===== config.mk =====
export PLATFORM = sky130hd
export DESIGN_NAME = lock_pid_multi
export DESIGN_NICKNAME = d
export VERILOG_FILES = /design/src/rtl/lock_pid_pkg.sv /design/src/rtl/lock_pid_deriv.sv /design/src/rtl/lock_pid_multi.sv
export SDC_FILE = /design/constraint.sdc
export NUM_CORES = 2
export LEC_CHECK = 0
export ABC_AREA = 1
export CELL_PAD_IN_SITES_DETAIL_PLACEMENT = 1
export CELL_PAD_IN_SITES_GLOBAL_PLACEMENT = 2
export CORE_AREA = 5 5 435 437
export CTS_BUF_LIST = sky130_fd_sc_hd__clkbuf_8 sky130_fd_sc_hd__clkbuf_16
export DETAILED_ROUTE_END_ITERATION = 12
export DIE_AREA = 0 0 440 442
export GPL_TIMING_DRIVEN = 0
export MAX_ROUTING_LAYER = met4
export PLACE_DENSITY = 0.86
export SLEW_MARGIN = 20
export SYNTH_ARGS = -nofsm -noshare
export SYNTH_HDL_FRONTEND = slang
export SYNTH_SLANG_ARGS = --single-unit

===== constraint.sdc =====
create_clock -name clk_i -period 18.2 [get_ports clk_i]
set_input_delay 5.46 -clock clk_i [delete_from_list [all_inputs] [get_ports clk_i]]
set_output_delay 5.46 -clock clk_i [all_outputs]
set_load 0.01 [all_outputs]

===== src/rtl/lock_pid_pkg.sv =====
// Shared helpers for the lock-loop PID: width calculators, a signed
// arithmetic right shift and a generic signed clamp. All arithmetic helpers
// work on a common wide signed type large enough for every internal value.
package lock_pid_pkg;

  localparam int MAXW = 96;
  typedef logic signed [MAXW-1:0] wide_t;

  // Width of an error (DW+1) times gain (KW) product
  function automatic int prod_w(input int dw, input int kw);
    return dw + 1 + kw;
  endfunction

  // Integrator width: product plus the full shift range plus guard bits
  function automatic int acc_w(input int dw, input int kw, input int sw, input int igw);
    return prod_w(dw, kw) + (2 ** sw) + igw;
  endfunction

  // Sign-preserving right shift, rounds toward minus infinity
  function automatic wide_t asr(input wide_t v, input int sh);
    return v >>> sh;
  endfunction

  // Clamp v into [lo, hi]; an empty window (lo > hi) yields lo, flagged
  function automatic wide_t clamp(input wide_t v, input wide_t lo, input wide_t hi,
                                  output logic flag);
    flag = 1'b1;
    if (lo > hi)     return lo;
    else if (v < lo) return lo;
    else if (v > hi) return hi;
    flag = 1'b0;
    return v;
  endfunction

endpackage


===== src/rtl/lock_pid_deriv.sv =====
// Derivative path: boxcar average of the error over 2**dsr valid samples,
// difference against the previous window average, times Kd. The result is
// held between window ends. A new dsr value restarts the current window.
module lock_pid_deriv
  import lock_pid_pkg::*;
#(
  parameter int EW   = 15,
  parameter int KW   = 14,
  parameter int DECW = 4
) (
  input  logic                  clk_i,
  input  logic                  rstn_i,
  input  logic                  valid_i,
  input  logic [EW-1:0]         err_i,
  input  logic [DECW-1:0]       dsr_i,
  input  logic [KW-1:0]         kd_i,
  output logic [EW+KW:0]        d_o
);

  localparam int CW  = 2 ** DECW;   // counts up to 2**(2**DECW-1) samples without wrap
  localparam int SMW = EW + CW;     // window sum cannot overflow
  localparam int DFW = EW + 1;
  localparam int DDW = DFW + KW;

  logic [CW-1:0]          cnt_q, cnt_d, base_cnt, last_cnt;
  logic signed [SMW-1:0]  sum_q, sum_d, base_sum, win_sum;
  logic signed [EW-1:0]   avg_prev_q, avg_prev_d, avg;
  logic signed [DFW-1:0]  diff;
  logic signed [DDW-1:0]  d_q, d_d;
  logic [DECW-1:0]        dsr_q, dsr_d;

  // Window accumulation, end-of-window average/difference and Kd multiply
  always_comb begin
    base_cnt = cnt_q;
    base_sum = sum_q;
    if (dsr_i != dsr_q) begin
      base_cnt = '0;
      base_sum = '0;
    end
    last_cnt   = (CW'(1) << dsr_i) - CW'(1);
    win_sum    = base_sum + SMW'($signed(err_i));
    avg        = EW'(asr(MAXW'(win_sum), int'(dsr_i)));
    diff       = DFW'(avg) - DFW'(avg_prev_q);
    cnt_d      = cnt_q;
    sum_d      = sum_q;
    avg_prev_d = avg_prev_q;
    d_d        = d_q;
    dsr_d      = dsr_q;
    if (valid_i) begin
      dsr_d = dsr_i;
      if (base_cnt == last_cnt) begin
        cnt_d      = '0;
        sum_d      = '0;
        avg_prev_d = avg;
        d_d        = DDW'(diff) * DDW'($signed(kd_i));
      end else begin
        cnt_d = base_cnt + CW'(1);
        sum_d = win_sum;
      end
    end
  end

  // Derivative state registers
  always_ff @(posedge clk_i) begin
    if (!rstn_i) begin
      cnt_q      <= '0;
      sum_q      <= '0;
      avg_prev_q <= '0;
      d_q        <= '0;
      dsr_q      <= '0;
    end else begin
      cnt_q      <= cnt_d;
      sum_q      <= sum_d;
      avg_prev_q <= avg_prev_d;
      d_q        <= d_d;
      dsr_q      <= dsr_d;
    end
  end

  assign d_o = d_q;

endmodule


===== src/rtl/lock_pid_multi.sv =====
// Sample-enabled lock-loop PID controller with 4-stage valid-tracked pipeline:
// error, products, shifts/integrator, sum/clamp. Optional output slew limiter
// is enabled by defining LOCK_PID_SLEW_EN; latency is 4 either way.
module lock_pid_multi
  import lock_pid_pkg::*;
#(
  parameter int DW   = 14,
  parameter int KW   = 14,
  parameter int SW   = 5,
  parameter int DECW = 4,
  parameter int IGW  = 8
) (
  input  logic            clk_i,
  input  logic            rstn_i,
  input  logic [DW-1:0]   dat_i,
  input  logic            dat_valid_i,
  input  logic [DW-1:0]   set_sp_i,
  input  logic [DW-1:0]   set_ofs_i,
  input  logic [KW-1:0]   set_kp_i,
  input  logic [KW-1:0]   set_ki_i,
  input  logic [KW-1:0]   set_kd_i,
  input  logic [SW-1:0]   psr_i,
  input  logic [SW-1:0]   isr_i,
  input  logic [DECW-1:0] dsr_i,
  input  logic [DW-2:0]   int_lim_i,
  input  logic [DW-1:0]   out_min_i,
  input  logic [DW-1:0]   out_max_i,
  input  logic [DW-2:0]   slew_i,
  input  logic            pid_freeze_i,
  input  logic            pid_ifreeze_i,
  input  logic            int_rst_i,
  output logic [DW-1:0]   dat_o,
  output logic            dat_valid_o,
  output logic            int_sat_o,
  output logic            out_sat_o
);

  localparam int EW  = DW + 1;
  localparam int PW  = prod_w(DW, KW);
  localparam int AW  = acc_w(DW, KW, SW, IGW);
  localparam int DDW = EW + 1 + KW;

  logic                  v0_q, v1_q, v2_q, vo_q;
  logic signed [EW-1:0]  err_q;
  logic signed [PW-1:0]  pprod_q, iprod_q;
  logic signed [DDW-1:0] d_w;
  logic signed [AW-1:0]  acc_q, acc_d, pterm_q, iterm_q, dterm_q;
  logic                  isat_q, isat_d, isat_o_q, osat_q, osat_d;
  logic [DW-1:0]         dat_q, dat_d;
  wide_t                 lim_w, inc_w, acc_sum_w, acc_clamp_w, sum_w, tgt_w;

  // S0: error against set point
  always_ff @(posedge clk_i) begin
    if (!rstn_i) begin
      v0_q  <= 1'b0;
      err_q <= '0;
    end else begin
      v0_q <= dat_valid_i;
      if (dat_valid_i) err_q <= EW'($signed(set_sp_i)) - EW'($signed(dat_i));
    end
  end

  // S1: proportional and integral products
  always_ff @(posedge clk_i) begin
    if (!rstn_i) begin
      v1_q    <= 1'b0;
      pprod_q <= '0;
      iprod_q <= '0;
    end else begin
      v1_q <= v0_q;
      if (v0_q) begin
        pprod_q <= PW'(err_q) * PW'($signed(set_kp_i));
        iprod_q <= PW'(err_q) * PW'($signed(set_ki_i));
      end
    end
  end

  // S1 (parallel): derivative, lands alongside the products
  lock_pid_deriv #(.EW(EW), .KW(KW), .DECW(DECW)) u_deriv (
    .clk_i   (clk_i),
    .rstn_i  (rstn_i),
    .valid_i (v0_q),
    .err_i   (err_q),
    .dsr_i   (dsr_i),
    .kd_i    (set_kd_i),
    .d_o     (d_w)
  );

  // Integrator next state with anti-windup clamp; clear has top priority
  always_comb begin
    lim_w = MAXW'({1'b0, int_lim_i}) << isr_i;
    inc_w = '0;
    if (!pid_ifreeze_i) inc_w = MAXW'(iprod_q);
    acc_sum_w   = MAXW'(acc_q) + inc_w;
    acc_clamp_w = clamp(acc_sum_w, -lim_w, lim_w, isat_d);
    acc_d       = AW'(acc_clamp_w);
    if (int_rst_i) begin
      acc_d  = '0;
      isat_d = 1'b0;
    end
  end

  // S2: shifted terms and integrator register
  always_ff @(posedge clk_i) begin
    if (!rstn_i) begin
      v2_q    <= 1'b0;
      acc_q   <= '0;
      isat_q  <= 1'b0;
      pterm_q <= '0;
      iterm_q <= '0;
      dterm_q <= '0;
    end else begin
      v2_q <= v1_q;
      if (v1_q) begin
        acc_q   <= acc_d;
        isat_q  <= isat_d;
        pterm_q <= AW'(asr(MAXW'(pprod_q), int'(psr_i)));
        iterm_q <= AW'(asr(MAXW'(acc_d), int'(isr_i)));
        dterm_q <= AW'(d_w);
      end
    end
  end

`ifdef LOCK_PID_SLEW_EN
  wide_t step_w, cur_w;
`else
  logic slew_unused;
  assign slew_unused = ^slew_i;
`endif

  // Full-width sum, output window clamp, optional slew limit, freeze hold
  always_comb begin
    sum_w = MAXW'(pterm_q) + MAXW'(iterm_q) + MAXW'(dterm_q) + MAXW'($signed(set_ofs_i));
    tgt_w = clamp(sum_w, MAXW'($signed(out_min_i)), MAXW'($signed(out_max_i)), osat_d);
`ifdef LOCK_PID_SLEW_EN
    step_w = MAXW'({1'b0, slew_i});
    cur_w  = MAXW'($signed(dat_q));
    if (tgt_w > cur_w + step_w)      tgt_w = cur_w + step_w;
    else if (tgt_w < cur_w - step_w) tgt_w = cur_w - step_w;
`endif
    dat_d = pid_freeze_i ? dat_q : DW'(tgt_w);
  end

  // S3: output registers
  always_ff @(posedge clk_i) begin
    if (!rstn_i) begin
      vo_q     <= 1'b0;
      dat_q    <= '0;
      isat_o_q <= 1'b0;
      osat_q   <= 1'b0;
    end else begin
      vo_q <= v2_q;
      if (v2_q) begin
        dat_q    <= dat_d;
        isat_o_q <= isat_q;
        osat_q   <= osat_d;
      end
    end
  end

  assign dat_o       = dat_q;
  assign dat_valid_o = vo_q;
  assign int_sat_o   = isat_o_q;
  assign out_sat_o   = osat_q;

endmodule

==> impl_results.md <==
- Status: completed
- Worst Hold Depth: 2
- Kind of critical path: input pin to flip-flop
- CTS H-Tree Depth: 2
- Final slew viol count: 0
- Most Frequent Cell on Critical Path: nand2_1
- Placeable Area: 185000 sq um
- Min-Delay Path Class: flip-flop to flip-flop
- GRT overflow: 0
- Reg-to-Reg End: u_deriv.d_o[27]$_SDFFE_PN0P_
- GRT Resource Usage Total: 0.299
- # DRC: 0
- Die width: between 400 and 500 microns
- Final Hold Fails: 0
- Maximum VDD drop: 0.774 mV
- Row count: approximately 160
- Routed Antenna Nets: 0
- Clock sinks: 385
- #FFs+latches synth: roughly 390
- Initial DRC Count: 4800
- Largest net degree at the start of global routing: 43
- Placed insts: 12600
- Crit-path max FO: 10
- Leak: 39.3 nW
- Largest area contributor in the netlist: fa_1
- Worst EP arrival: about 18000 ps
- Initial antenna violation count: 15
- Mapped Area: about 70000 sq um
- HP Start: iprod_q[1]$_SDFFE_PN0P_
- CTS tree: done
- Commonest cells in the netlist: 2134 x nand2_1, 1673 x inv_1, 840 x nand3_1
- Mapped Nets: approximately 12000
- Clk_skew: about 57 ps
- Pre-CTS setup slack: -2580 ps
- Via count: 69400
- Data required time of the critical path: 18780 ps
- Drt wl/cell: roughly 22 microns
- Post-Layout Cell Count: around 13000
- CP Capture Type: flip-flop
- DR vias/cell: 5.45
- Fin crit share: 0.953
- Root Buffer Master: clkbuf_16
- Port bufs: 145
- Fin crit period: ~17000 ps
- Dominant synthesized flop cell: dfxtp_1
- Fin nets: 11900
- MaxCap Viol Count: 0
- Hold endpoint: iprod_q[1]$_SDFFE_PN0P_
- Area Growth Syn to Fin: 9.72%
- YS warnings: 0
- Top post-synthesis cells by area: fa_1 22%, ha_1 13%, nand2_1 11%
- Cells after Synth: about 10000
- Syn_area_per_cell: 6.98 sq um
- Fillers: ~24000
- FF-to-FF Start: u_deriv.dsr_q[1]$_SDFFE_PN0P_
- Post-synthesis sequential area ratio: 0.110
- Cts hold-fix bufs: 0
- Crit path launch type: input pin
- DP HPWL: 248 mm
- Most common cell in the netlist: nand2_1
- Initial Util: 0.378
- CP peak stage delay: 570 ps
- Max-slew headroom: 0.248
- Final wirelength: between 200 and 300 mm
- Bufs on Longest Clock Path: 3
- Async set-reset flop share out of synthesis: 0
- Final setup fails: 0
- Pwr Density: roughly 190 nW/um^2
- Vias in the first global route: 74300
- Slowest CP cell: fa_1
- Clock-pin slew on the worst setup and hold paths: 60 ps
- Drt pass-1 iters: 6
- Clock latency on the worst-skew pair: about 680 ps
- Layout Utilization: 0.415
- Max Clock Freq: 57.6 MHz
- Total CTS buffers: 48
- Layout cells sized above 1: 0.0336
- Yosys cell types: 70
- Reg2Reg Depth: 76
- First-pass GRT wire length: approximately 440 mm
- # IOs: 175
- EDFF count, synth: 0
- DIE HEIGHT: 442 microns
- R2R Setup Slk: 5540 ps
- Top-area cell type share of the netlist area: 0.222
- Die area: 194000 sq um
- Slew @ Worst Pin: 1130 ps
- RD Place Congestion: 0.991
- Final worst slack: 849 ps
[logic make-up after synthesis]
kind of cell             synth area share
AND/OR/NAND/NOR                     0.253
buffers and inverters               0.115
AO/OA/AOI/OAI                       0.128
adder cells (fa/ha/maj)             0.353
flip-flops                          0.110
XOR/XNOR                           0.0381
multiplexers                      0.00358
[critical path: cells and delay by family]
kind	cells	cell delay, ps
xor gates and xnor gates	2	480
buffers and inverters	15	1250
AOI/OAI and AO/OA	19	2830
and+or+nand+nor	31	3710
adders and majority gates	10	4170
[cells in the final DEF (no fill, tap or decap), types with 30 or more instances in the layout]
cell type / Yosys / final
nand2_1: 2134 / 2126
inv_1: 1673 / 1669
nand3_1: 840 / 840
fa_1: 776 / 774
ha_1: 728 / 726
a21oi_1: 711 / 709
nor2_1: 683 / 678
o21ai_0: 579 / 568
dfxtp_1: 385 / 383
clkbuf_1: 276 / 268
xor2_1: 206 / 199
nand4_1: 174 / 174
clkdlybuf4s50_1: 0 / 144
xnor2_1: 98 / 96
buf_1: 68 / 68
nor3_1: 60 / 59
clkbuf_16: 0 / 48
nand3b_1: 44 / 44
a31oi_1: 38 / 36
or2_2: 36 / 36
a22o_1: 35 / 35
a32o_1: 33 / 33
o211ai_1: 31 / 31
inv_2: 28 / 30
[area by class of cell]
class | count | area (sq um) | area share
inverters | 1706 | 6420 | 0.0837
well taps | 2480 | 3100 | 0.0405
plain buffers | 388 | 1620 | 0.0211
flip-flops and latches | 385 | 7710 | 0.101
clock buffers | 52 | 1260 | 0.0164
repair buffers | 159 | 1650 | 0.0216
clock inverters | 38 | 467 | 0.00609
multi-input cells | 7521 | 54400 | 0.710
diodes | 11 | 27.5 | 0.000359
[worst max-delay path by stage]
stage                  start                      endpoint
floorplan           dsr_i[2]  u_deriv.d_o[29]$_SDFFE_PN0P_
global placement    dsr_i[0]  u_deriv.d_o[28]$_SDFFE_PN0P_
detailed placement  dsr_i[0]  u_deriv.d_o[28]$_SDFFE_PN0P_
CTS                 dsr_i[0]  u_deriv.d_o[29]$_SDFFE_PN0P_
global route        dsr_i[1]  u_deriv.d_o[27]$_SDFFE_PN0P_
finish              dsr_i[1]  u_deriv.d_o[27]$_SDFFE_PN0P_
[flip-flops by register name (all words and copies together) (netlist names), 4 cells and up]
register,count
iterm_q,68
u_deriv.sum_q,30
dterm_q,30
dat_o,14
pprod_q,29
u_deriv.dsr_q,4
u_deriv.d_o,30
u_deriv.avg_prev_q,15
acc_q,69
err_q,15
iprod_q,29
pterm_q,29
u_deriv.cnt_q,16
[repair_timing]
| item | in CTS | in global routing |
|---|---|---|
| setup endpoints to repair | 14 | 11 |
| buffers inserted | 1 | 7 |
| gates resized for setup | 28 | 48 |
| hold endpoints to repair | 0 | 0 |
| pin swaps | 0 | 5 |
[report_power, final]
| group | internal [mW] | leakage, nW | switching [mW] |
|---|---|---|---|
| logic | 4.57 | 35.3 | 8.16 |
| registers | 0.911 | 3.13 | 0.0467 |
| clock network | 0.599 | 0.834 | 0.474 |
| total | 6.08 | 39.3 | 8.68 |
[metrics by stage]
stage | TNS, ps | power, mW | hold WS (ps) | instance area [sq um]
after floorplan | 0 | 9.37 | 422 | 69800
after global placement | -18940 | 13.0 | 450 | 74400
after detailed placement | -24920 | 13.3 | 455 | 74500
after CTS | 0 | 14.6 | 460 | 76300
after global routing | -306 | 16.3 | 478 | 76600
final | 0 | 14.8 | 460 | 76600
[per-layer routing]
layer | track usage | part of all wire
met1 | 0.385 | 0.44
met2 | 0.504 | 0.49
met3 | 0.0264 | 0.045
met4 | 0.0813 | 0.031
met5 | - | 0
Power figures use the tool's default switching activity.
